**src/rtl/alu_shift_if.sv**
```systemverilog
// Request/result handshake bundle for the iterative shift/rotate unit.
// The master side issues operations and consumes results; the slave side is the shifter.
interface alu_shift_if #(
    parameter int WIDTH = 16,
    parameter int AW    = $clog2(WIDTH)
);
    logic             in_valid;
    logic             in_ready;
    logic [3:0]       opcode;
    logic [WIDTH-1:0] a;
    logic [AW-1:0]    amt;
    logic             out_valid;
    logic             out_ready;
    logic [WIDTH-1:0] out;
    logic             carry;
    logic             zero;
    logic             err;

    modport master (
        output in_valid, opcode, a, amt, out_ready,
        input  in_ready, out_valid, out, carry, zero, err
    );

    modport slave (
        input  in_valid, opcode, a, amt, out_ready,
        output in_ready, out_valid, out, carry, zero, err
    );
endinterface

```
**src/rtl/alu_shift_seq.sv**
```systemverilog
// Multi-cycle shift/rotate unit: moves up to STEP bit positions per cycle until the
// requested amount is consumed, then presents result and flags until taken.
//
//   state    | meaning
//   ---------+-------------------------------------------------------------
//   ST_IDLE  | waiting for a request; in_ready high, last result held
//   ST_SHIFT | shifting the working value, remaining amount counts down
//   ST_DONE  | out_valid high, result/flags frozen until out_ready
module alu_shift_seq #(
    parameter int WIDTH = 16,
    parameter int STEP  = 1
) (
    input  logic        clk,
    input  logic        rst,
    alu_shift_if.slave  bus
);
    localparam int AW = $clog2(WIDTH);

    localparam logic [3:0] OP_SLL = 4'b0110;
    localparam logic [3:0] OP_SRA = 4'b0111;
    localparam logic [3:0] OP_SRL = 4'b1000;
    localparam logic [3:0] OP_ROL = 4'b1001;
    localparam logic [3:0] OP_ROR = 4'b1010;

    localparam logic [AW:0]   STEP_W  = (AW+1)'(STEP);
    localparam logic [AW:0]   WIDTH_W = (AW+1)'(WIDTH);
    localparam logic [AW-1:0] WIDTH_M = AW'(WIDTH);

    typedef enum logic [1:0] {
        ST_IDLE  = 2'd0,
        ST_SHIFT = 2'd1,
        ST_DONE  = 2'd2
    } state_t;

    state_t state, state_n;

    logic [WIDTH-1:0] val_q;
    logic [3:0]       op_q;
    logic [AW-1:0]    rem_q;
    logic [WIDTH-1:0] out_q;
    logic             carry_q;
    logic             zero_q;
    logic             err_q;

    logic             accept;
    logic             in_legal;
    logic             go_shift;
    logic [AW:0]      k_ext;
    logic [AW:0]      wk;
    logic [AW-1:0]    k;
    logic [AW-1:0]    idx_l;
    logic [AW-1:0]    idx_r;
    logic [WIDTH-1:0] shl;
    logic [WIDTH-1:0] shr;
    logic [WIDTH-1:0] sra;
    logic [WIDTH-1:0] step_res;
    logic             step_carry;
    logic             last_step;

    assign bus.in_ready  = (state == ST_IDLE) && !rst;
    assign bus.out_valid = (state == ST_DONE);
    assign bus.out       = out_q;
    assign bus.carry     = carry_q;
    assign bus.zero      = zero_q;
    assign bus.err       = err_q;

    assign accept   = bus.in_valid && bus.in_ready;
    assign in_legal = (bus.opcode >= OP_SLL) && (bus.opcode <= OP_ROR);
    assign go_shift = in_legal && (bus.amt != '0);

    // Per-cycle shift distance k = min(STEP, remaining); the final step leaves rem at 0.
    always_comb begin
        k_ext      = ({1'b0, rem_q} < STEP_W) ? {1'b0, rem_q} : STEP_W;
        k          = k_ext[AW-1:0];
        wk         = WIDTH_W - k_ext;
        idx_l      = WIDTH_M - k;
        idx_r      = k - 1'b1;
        shl        = val_q << k;
        shr        = val_q >> k;
        sra        = $signed(val_q) >>> k;
        last_step  = (rem_q == k);
        step_res   = val_q;
        step_carry = 1'b0;
        case (op_q)
            OP_SLL: begin
                step_res   = shl;
                step_carry = val_q[idx_l];
            end
            OP_SRL: begin
                step_res   = shr;
                step_carry = val_q[idx_r];
            end
            OP_SRA: begin
                step_res   = sra;
                step_carry = val_q[idx_r];
            end
            OP_ROL: begin
                step_res   = shl | (val_q >> wk);
                step_carry = step_res[0];
            end
            OP_ROR: begin
                step_res   = shr | (val_q << wk);
                step_carry = step_res[WIDTH-1];
            end
            default: begin
                step_res   = val_q;
                step_carry = 1'b0;
            end
        endcase
    end

    always_comb begin
        state_n = state;
        case (state)
            ST_IDLE: begin
                if (accept) begin
                    state_n = go_shift ? ST_SHIFT : ST_DONE;
                end
            end
            ST_SHIFT: begin
                if (last_step) begin
                    state_n = ST_DONE;
                end
            end
            ST_DONE: begin
                if (bus.out_ready) begin
                    state_n = ST_IDLE;
                end
            end
            default: state_n = ST_IDLE;
        endcase
    end

    always_ff @(posedge clk) begin
        if (rst) begin
            state <= ST_IDLE;
        end else begin
            state <= state_n;
        end
    end

    // Result registers only change on the edge that enters ST_DONE.
    always_ff @(posedge clk) begin
        if (rst) begin
            val_q   <= '0;
            op_q    <= '0;
            rem_q   <= '0;
            out_q   <= '0;
            carry_q <= 1'b0;
            zero_q  <= 1'b0;
            err_q   <= 1'b0;
        end else begin
            case (state)
                ST_IDLE: begin
                    if (accept) begin
                        val_q <= bus.a;
                        op_q  <= bus.opcode;
                        rem_q <= bus.amt;
                        if (!in_legal) begin
                            out_q   <= '0;
                            carry_q <= 1'b0;
                            zero_q  <= 1'b1;
                            err_q   <= 1'b1;
                        end else if (bus.amt == '0) begin
                            out_q   <= bus.a;
                            carry_q <= 1'b0;
                            zero_q  <= (bus.a == '0);
                            err_q   <= 1'b0;
                        end
                    end
                end
                ST_SHIFT: begin
                    val_q <= step_res;
                    rem_q <= rem_q - k;
                    if (last_step) begin
                        out_q   <= step_res;
                        carry_q <= step_carry;
                        zero_q  <= (step_res == '0);
                        err_q   <= 1'b0;
                    end
                end
                default: begin
                end
            endcase
        end
    end
endmodule
```
**src/flat_wrapper.sv**
```systemverilog
// flat-port wrapper written by rule: the top's interface ports become plain ports
module alu_shift_seq_flat 
#(
    parameter int WIDTH = 16,
    parameter int STEP  = 1
)
  (clk, rst, bus_in_valid, bus_opcode, bus_a, bus_amt, bus_out_ready, bus_in_ready, bus_out_valid, bus_out, bus_carry, bus_zero, bus_err);
  alu_shift_if #(.WIDTH(WIDTH)) bus_i ();
  input  logic clk;
  input  logic rst;
  input wire logic [$bits(bus_i.in_valid)-1:0] bus_in_valid;
  input wire logic [$bits(bus_i.opcode)-1:0] bus_opcode;
  input wire logic [$bits(bus_i.a)-1:0] bus_a;
  input wire logic [$bits(bus_i.amt)-1:0] bus_amt;
  input wire logic [$bits(bus_i.out_ready)-1:0] bus_out_ready;
  output wire logic [$bits(bus_i.in_ready)-1:0] bus_in_ready;
  output wire logic [$bits(bus_i.out_valid)-1:0] bus_out_valid;
  output wire logic [$bits(bus_i.out)-1:0] bus_out;
  output wire logic [$bits(bus_i.carry)-1:0] bus_carry;
  output wire logic [$bits(bus_i.zero)-1:0] bus_zero;
  output wire logic [$bits(bus_i.err)-1:0] bus_err;
  assign bus_i.in_valid = bus_in_valid;
  assign bus_i.opcode = bus_opcode;
  assign bus_i.a = bus_a;
  assign bus_i.amt = bus_amt;
  assign bus_i.out_ready = bus_out_ready;
  assign bus_in_ready = bus_i.in_ready;
  assign bus_out_valid = bus_i.out_valid;
  assign bus_out = bus_i.out;
  assign bus_carry = bus_i.carry;
  assign bus_zero = bus_i.zero;
  assign bus_err = bus_i.err;
  alu_shift_seq #(.WIDTH(WIDTH), .STEP(STEP)) u_core (.clk(clk), .rst(rst), .bus(bus_i));
endmodule
```
**config.mk**
```make
export PLATFORM = sky130hd
export DESIGN_NAME = alu_shift_seq_flat
export DESIGN_NICKNAME = d
export VERILOG_FILES = /design/src/rtl/alu_shift_if.sv /design/src/rtl/alu_shift_seq.sv /design/src/flat_wrapper.sv
export SDC_FILE = /design/constraint.sdc
export NUM_CORES = 1
export LEC_CHECK = 0
export ABC_AREA = 1
export CORE_MARGIN = 2
export CORE_UTILIZATION = 35
export CTS_CLUSTER_SIZE = 40
export DETAILED_ROUTE_END_ITERATION = 6
export GPL_TIMING_DRIVEN = 0
export REMOVE_ABC_BUFFERS = 1
export SLEW_MARGIN = 10
export SYNTH_ARGS = -nofsm -noshare
export SYNTH_HDL_FRONTEND = slang
export SYNTH_SLANG_ARGS = --single-unit
```
**constraint.sdc**
```tcl
create_clock -name clk -period 4.5 [get_ports clk]
set_clock_uncertainty 0.1 [all_clocks]
set_input_delay 0.675 -clock clk [delete_from_list [all_inputs] [get_ports clk]]
set_output_delay 0.675 -clock clk [all_outputs]
set_load 0.05 [all_outputs]
```
Yosys cells after proc, flatten, opt, wreduce, memory -nomap -nowiden
Cells that the tools add are included.
Widths: inputs -> output; s select.
{"block": "totals", "reg_bits": 45, "in_bits": 28, "out_inout_bits": 21, "elab_cells": 87}
{"block": "classes", "addsub": 4, "n_lt_le_gt_ge": 5, "eq_ne": 12, "shift": 5, "muxes": 35, "n_bitwise": 2, "n_reduce_logical": 16}
{"operator": "$mux 16", "n": 5}
{"operator": "$pmux 16 s5", "n": 1}
{"operator": "$pmux 16 s2", "n": 2}
{"operator": "$logic_not 16->1", "n": 2}
{"operator": "$or 16x16->16", "n": 2}
{"operator": "$shl 16x4->16", "n": 1}
{"operator": "$shl 16x5->16", "n": 1}
{"operator": "$shr 16x4->16", "n": 1}
{"operator": "$shr 16x5->16", "n": 1}
{"operator": "$sshr 16x4->16", "n": 1}
{"operator": "$mux 1", "n": 13}
{"operator": "$eq 4x4->1 const B", "n": 3}
{"operator": "$lt 4x5->1 const B", "n": 2}
{"operator": "$bmux 1 s4", "n": 2}
{"operator": "$eq 4x3->1 const B", "n": 2}
{"operator": "$mux 2", "n": 4}
{"operator": "$mux 4", "n": 2}
{"operator": "$pmux 4 s2", "n": 1}
{"operator": "$pmux 1 s2", "n": 3}
{"operator": "$pmux 2 s3", "n": 1}
{"operator": "$sub 5x5->5 const A", "n": 1}
{"operator": "$eq 4x4->1", "n": 1}
{"operator": "$ge 4x3->1 const B", "n": 1}
{"operator": "$le 4x4->1 const B", "n": 1}
{"operator": "20 further kinds", "n": 25}

Longest topological paths before layout
{"block": "logic_depth", "ltp_word": 9, "ltp_mapped": 20, "mapped_depth_nobuf": 19}

Worst setup path before layout
Ideal clock, no wire load.
{"block": "synth_path", "path_kind": "input port to flip-flop", "start": "input port rst", "end": "register u_core.out_q[10] (netlist: u_core.bus.out[10])", "setup_time_ns": 0.132, "arrival_ns": 2.542, "t_required_ns": 4.268, "setup_slack_ns": 1.726, "stages": 10, "path_buffers": 2, "path_cell_list": "nor2_1 > nand2_1 > nand2_1 > inv_2 > nor2_1 > nand2_1 > buf_2 > buf_2 > nand2_1 > a21oi_1"}
{"block": "synth_via", "elab_chain_len": 5}
{"element": "start, declared", "line": "flat_wrapper.sv:10", "rtl": "input logic rst;"}
{"element": "$logic_not 1->1", "line": "alu_shift_seq.sv:60", "rtl": "assign bus.in_ready = (state == ST_IDLE) && !rst;"}
{"element": "$logic_and 1x1->1", "line": "alu_shift_seq.sv:60"}
{"element": "$logic_and 1x1->1", "line": "alu_shift_seq.sv:67", "rtl": "assign accept = bus.in_valid && bus.in_ready;"}
{"element": "$ne 2x1->1 (no source line)"}
{"element": "$reduce_and 4->1 (no source line)"}
{"element": "end signal, assigned", "line": "alu_shift_seq.sv:165", "rtl": "out_q <= bus.a;"}
{"element": "end signal, assigned", "line": "alu_shift_seq.sv:176", "rtl": "out_q <= step_res;"}
{"element": "end, declared", "line": "alu_shift_seq.sv:40", "rtl": "logic [WIDTH-1:0] out_q;"}
Several ways; a longest one is shown, not always the timed one.
A chain may end at the register's enable or synchronous reset.

Worst setup path in the final report
{"block": "layout_path", "start": "input port rst", "end": "register u_core.zero_q (netlist: u_core.bus.zero)"}
{"block": "layout_via", "elab_chain_len": 5}
{"element": "$logic_not 1->1", "line": "alu_shift_seq.sv:60"}
{"element": "$logic_and 1x1->1", "line": "alu_shift_seq.sv:60"}
{"element": "$logic_and 1x1->1", "line": "alu_shift_seq.sv:67"}
{"element": "$ne 2x1->1 (no source line)"}
{"element": "$reduce_and 4->1 (no source line)"}
{"element": "end signal, assigned", "line": "alu_shift_seq.sv:167", "rtl": "zero_q <= (bus.a == '0);"}
{"element": "end signal, assigned", "line": "alu_shift_seq.sv:178", "rtl": "zero_q <= (step_res == '0);"}
{"element": "end, declared", "line": "alu_shift_seq.sv:42", "rtl": "logic zero_q;"}
Several ways; a longest one is shown, not always the timed one.

==> impl_results.md <==
- Clk buf depth: 2
- WP data required: 4.58 ns
- DRC Markers: 0
- Final slew viol count: 0
- Vias: 4305
- EDFF count, synth: 0
- Outcome: finished, final reports clean
- Mapped Avg Cell Area: 5.77 um2
- Metal-1 WL: 6080 um
- Buffers on Ports: 48
- IO Count: 49
- Tmin final: 4.01 ns
- Top sig layer: met4
- Syn. warnings: 0
- Util after Layout: 0.415
- Synthesized instance count: 638
- Worst-path maximum fanout: 28
- DR WL met2: 5550 um
- CTS tree: done
- Routed wire length: 12600 um
- Overall Power: 1290 uW
- Vias per inst: 5.38
- Hpwl dp: 9340 um
- Final hold violation count: 0
- GRT overflow: 0
- Max incr delay on CP: 0.66 ns
- CTS Buf Count: 5
- Setup CP Type: in -> reg
- Leak: 0.00201 uW
- Max frequency: 0.250 GHz
- Worst Path Arrival: 4.09 ns
- Root buf cell: clkbuf_8
- Sequential fraction of the synthesis area: 0.245
- Worst-Margin Slew: 0.908 ns
- H-tree Lvls: 2
- Worst setup SP type: input port
- Largest net degree at the start of global routing: 34
- Worst Hold Class: reg -> reg
- Post-route ant nets: 0
- Clock sink count: 45
- WL met3: 669 um
- Gr usage total: 0.224
- Hold_buf cts: 0
- Switch Pwr: 581 uW
- CP most frequent cell: nand2_1
- Clk pwr share: 0.183
- Die Y: 107 um
- Ant diodes: 0
- Non-Filler Instances: 800
- Initial antenna violation count: 0
- GPL Wtd Cong: 0.950
- Per-cell routed wire length: 15.8 um
- Final TNS setup: 0 ns
- Slowest cell on the critical path: dlymetal6s2s_1
- Max_cap viols: 0
- Cell area after synthesis: 3680 um2
- Final Cycle Share: 0.890
- Die Wd: 107 um
- First-pass GRT wire length: 20200 um
- Area of the core: 10300 um2
- Switching Share: 0.451
- Cell Rows: 37
- Seq pwr share: 0.352
- Area Overhead vs Synth: 15.9%
- Post-CTS setup buffer count: 0
- Layout cells sized above 1: 0.0633
- Worst path buffer plus inverter count: 3
- Initial Util: 0.358
- Dpl cells: 794
- Iter 0 DRT Violations: 271
- Vias in the first global route: 3938
- VDD IR max: 0.000153 V
- Layout Nets: 695
- Clk pin slew, worst setup/hold paths: 0.08 ns
- Synth Flop Type: dfxtp_1
- Max transition margin: 0.392
- Worst skew pair latency: 0.30 ns
- Comb power frac: 0.465
- Unrepaired setup endpoints after global routing: false
- Drt pass-1 iters: 7
- CP Cell Sequence: dlymetal6s2s_1, nor2_1, nand2_1, nand2_1, inv_2, nor2_1, nand2_1, clkinv_2, o21ai_0, a21oi_2
- Post-synthesis cell type count: 35
- Largest delay share family, worst path: buffers and inverters
- P_int: 708 uW
- Synthesized flop and latch total: 45
- CP Capture Type: flip-flop
- Pwr Density: 302 nW/um2
- Final hold slack: 0.368 ns
- Post-CTS sizing: 0
- Post-synthesis async set-or-reset flop share: 0
- Endpoints failing setup: 0
- Fillers: 1160
- Die ar.: 11400 um2
## state kept, by name, summed over array words and instances (netlist names)
register / cells
u_core.bus.out: 16
u_core.val_q: 16
u_core.op_q: 4
u_core.rem_q: 4
u_core.state: 2
u_core.bus.carry: 1
u_core.bus.err: 1
u_core.bus.zero: 1
## worst register-to-register path: stages (launching register included)
cell and delay, ns:
dfxtp_1 0.45, nor2_4 0.14, nand2_4 0.36, inv_2 0.21, ha_1 0.75, inv_1 0.55
nor2_4 0.28, inv_1 0.07, o22ai_1 0.23, o21ai_0 0.12, nand4_1 0.10, nand3_1 0.08
o21ai_0 0.29, a21oi_1 0.11
## stage by stage
step | cell area [um2] | worst slack [ns]
after floorplan | 3520 | 1.22
after global placement | 4170 | -0.210
after detailed placement | 4190 | -0.232
after CTS | 4260 | 0.0845
after global routing | 4270 | 0.131
final | 4270 | 0.494
## synth_stat cells (3+ instances only)
master    number  area (um2)
a31oi_1        7        43.8
o21ai_1        3        15.0
nor4_1         4        25.0
nand4_1        7        43.8
nand2_1      214         803
nand2_2        6        37.5
nor2_2         5        31.3
o21ai_0       37         185
nand3_1       89         445
nor2_1        41         154
buf_2          6        30.0
clkbuf_1      14        52.6
dfxtp_1       45         901
a21oi_1       34         170
nor3_1         6        30.0
buf_6          4        45.0
o211ai_1      16         120
buf_4          5        37.5
inv_1         62         233
inv_2          5        18.8
nor2_4         7        78.8
## cell usage in the layout (no fill, tap or decap), drive strengths merged
master / netlist / routed
a21oi: 36 / 36
a221oi: 2 / 2
a31oi: 7 / 7
buf: 15 / 1
clkbuf: 14 / 5
clkdlybuf4s50: 0 / 47
clkinv: 1 / 2
conb: 1 / 1
dfxtp: 45 / 45
dlymetal6s2s: 0 / 1
ha: 2 / 2
inv: 67 / 67
nand2: 222 / 222
nand3: 91 / 91
nand3b: 1 / 1
nand4: 7 / 7
nor2: 53 / 53
nor3: 8 / 8
nor4: 4 / 4
o211ai: 16 / 16
o21ai: 40 / 40
o21bai: 1 / 1
o221ai: 1 / 1
o22ai: 2 / 2
or2: 2 / 2
## power groups by stage
stage	clock [uW]	sequential, uW	combinational [uW]
after floorplan	0	488	377
after global placement	0	461	586
after detailed placement	0	462	585
after CTS	243	453	587
after global routing	267	458	660
final	236	453	600
## cell families (layout without fill, tap and decap cells)
| kind of cell | after synthesis | after routing | share of synthesized area |
|---|---|---|---|
| AOI/OAI and AO/OA | 105 | 105 | 0.162 |
| adders and majority gates | 2 | 2 | 0.00680 |
| buffers and inverters | 97 | 123 | 0.115 |
| DFF | 45 | 45 | 0.245 |
| other | 1 | 1 | 0.00102 |
| and+or+nand+nor | 388 | 388 | 0.470 |
## routing by layer
metal,track usage,vias to the layer above
li1,-,2151
met1,0.320,1977
met2,0.346,152
met3,0.0276,25
met4,0.0835,0
met5,0,-
## layout make-up
cell class                      instances  area [um2]  area share
Tap cell                              136         170      0.0399
Clock buffer                            5        68.8      0.0161
Timing Repair Buffer                   49         498       0.117
Inverter                               68         256      0.0601
Sequential cell                        45         901       0.211
Clock inverter                          1        5.00     0.00117
Multi-Input combinational cell        496        2370       0.555
## worst paths after layout
path         cells after the start  slack, ns                      startpoint                              to
max                             10       0.49                             rst    u_core.bus.zero$_SDFFE_PP0P_
min                              2       0.37  u_core.bus.out[7]$_SDFFE_PP0P_  u_core.bus.out[7]$_SDFFE_PP0P_
max reg2reg                     13       0.53    u_core.rem_q[1]$_SDFFE_PP0P_   u_core.bus.carry$_SDFFE_PP0P_
min reg2reg                      2       0.37  u_core.bus.out[7]$_SDFFE_PP0P_  u_core.bus.out[7]$_SDFFE_PP0P_
Power figures use the tool's default switching activity.
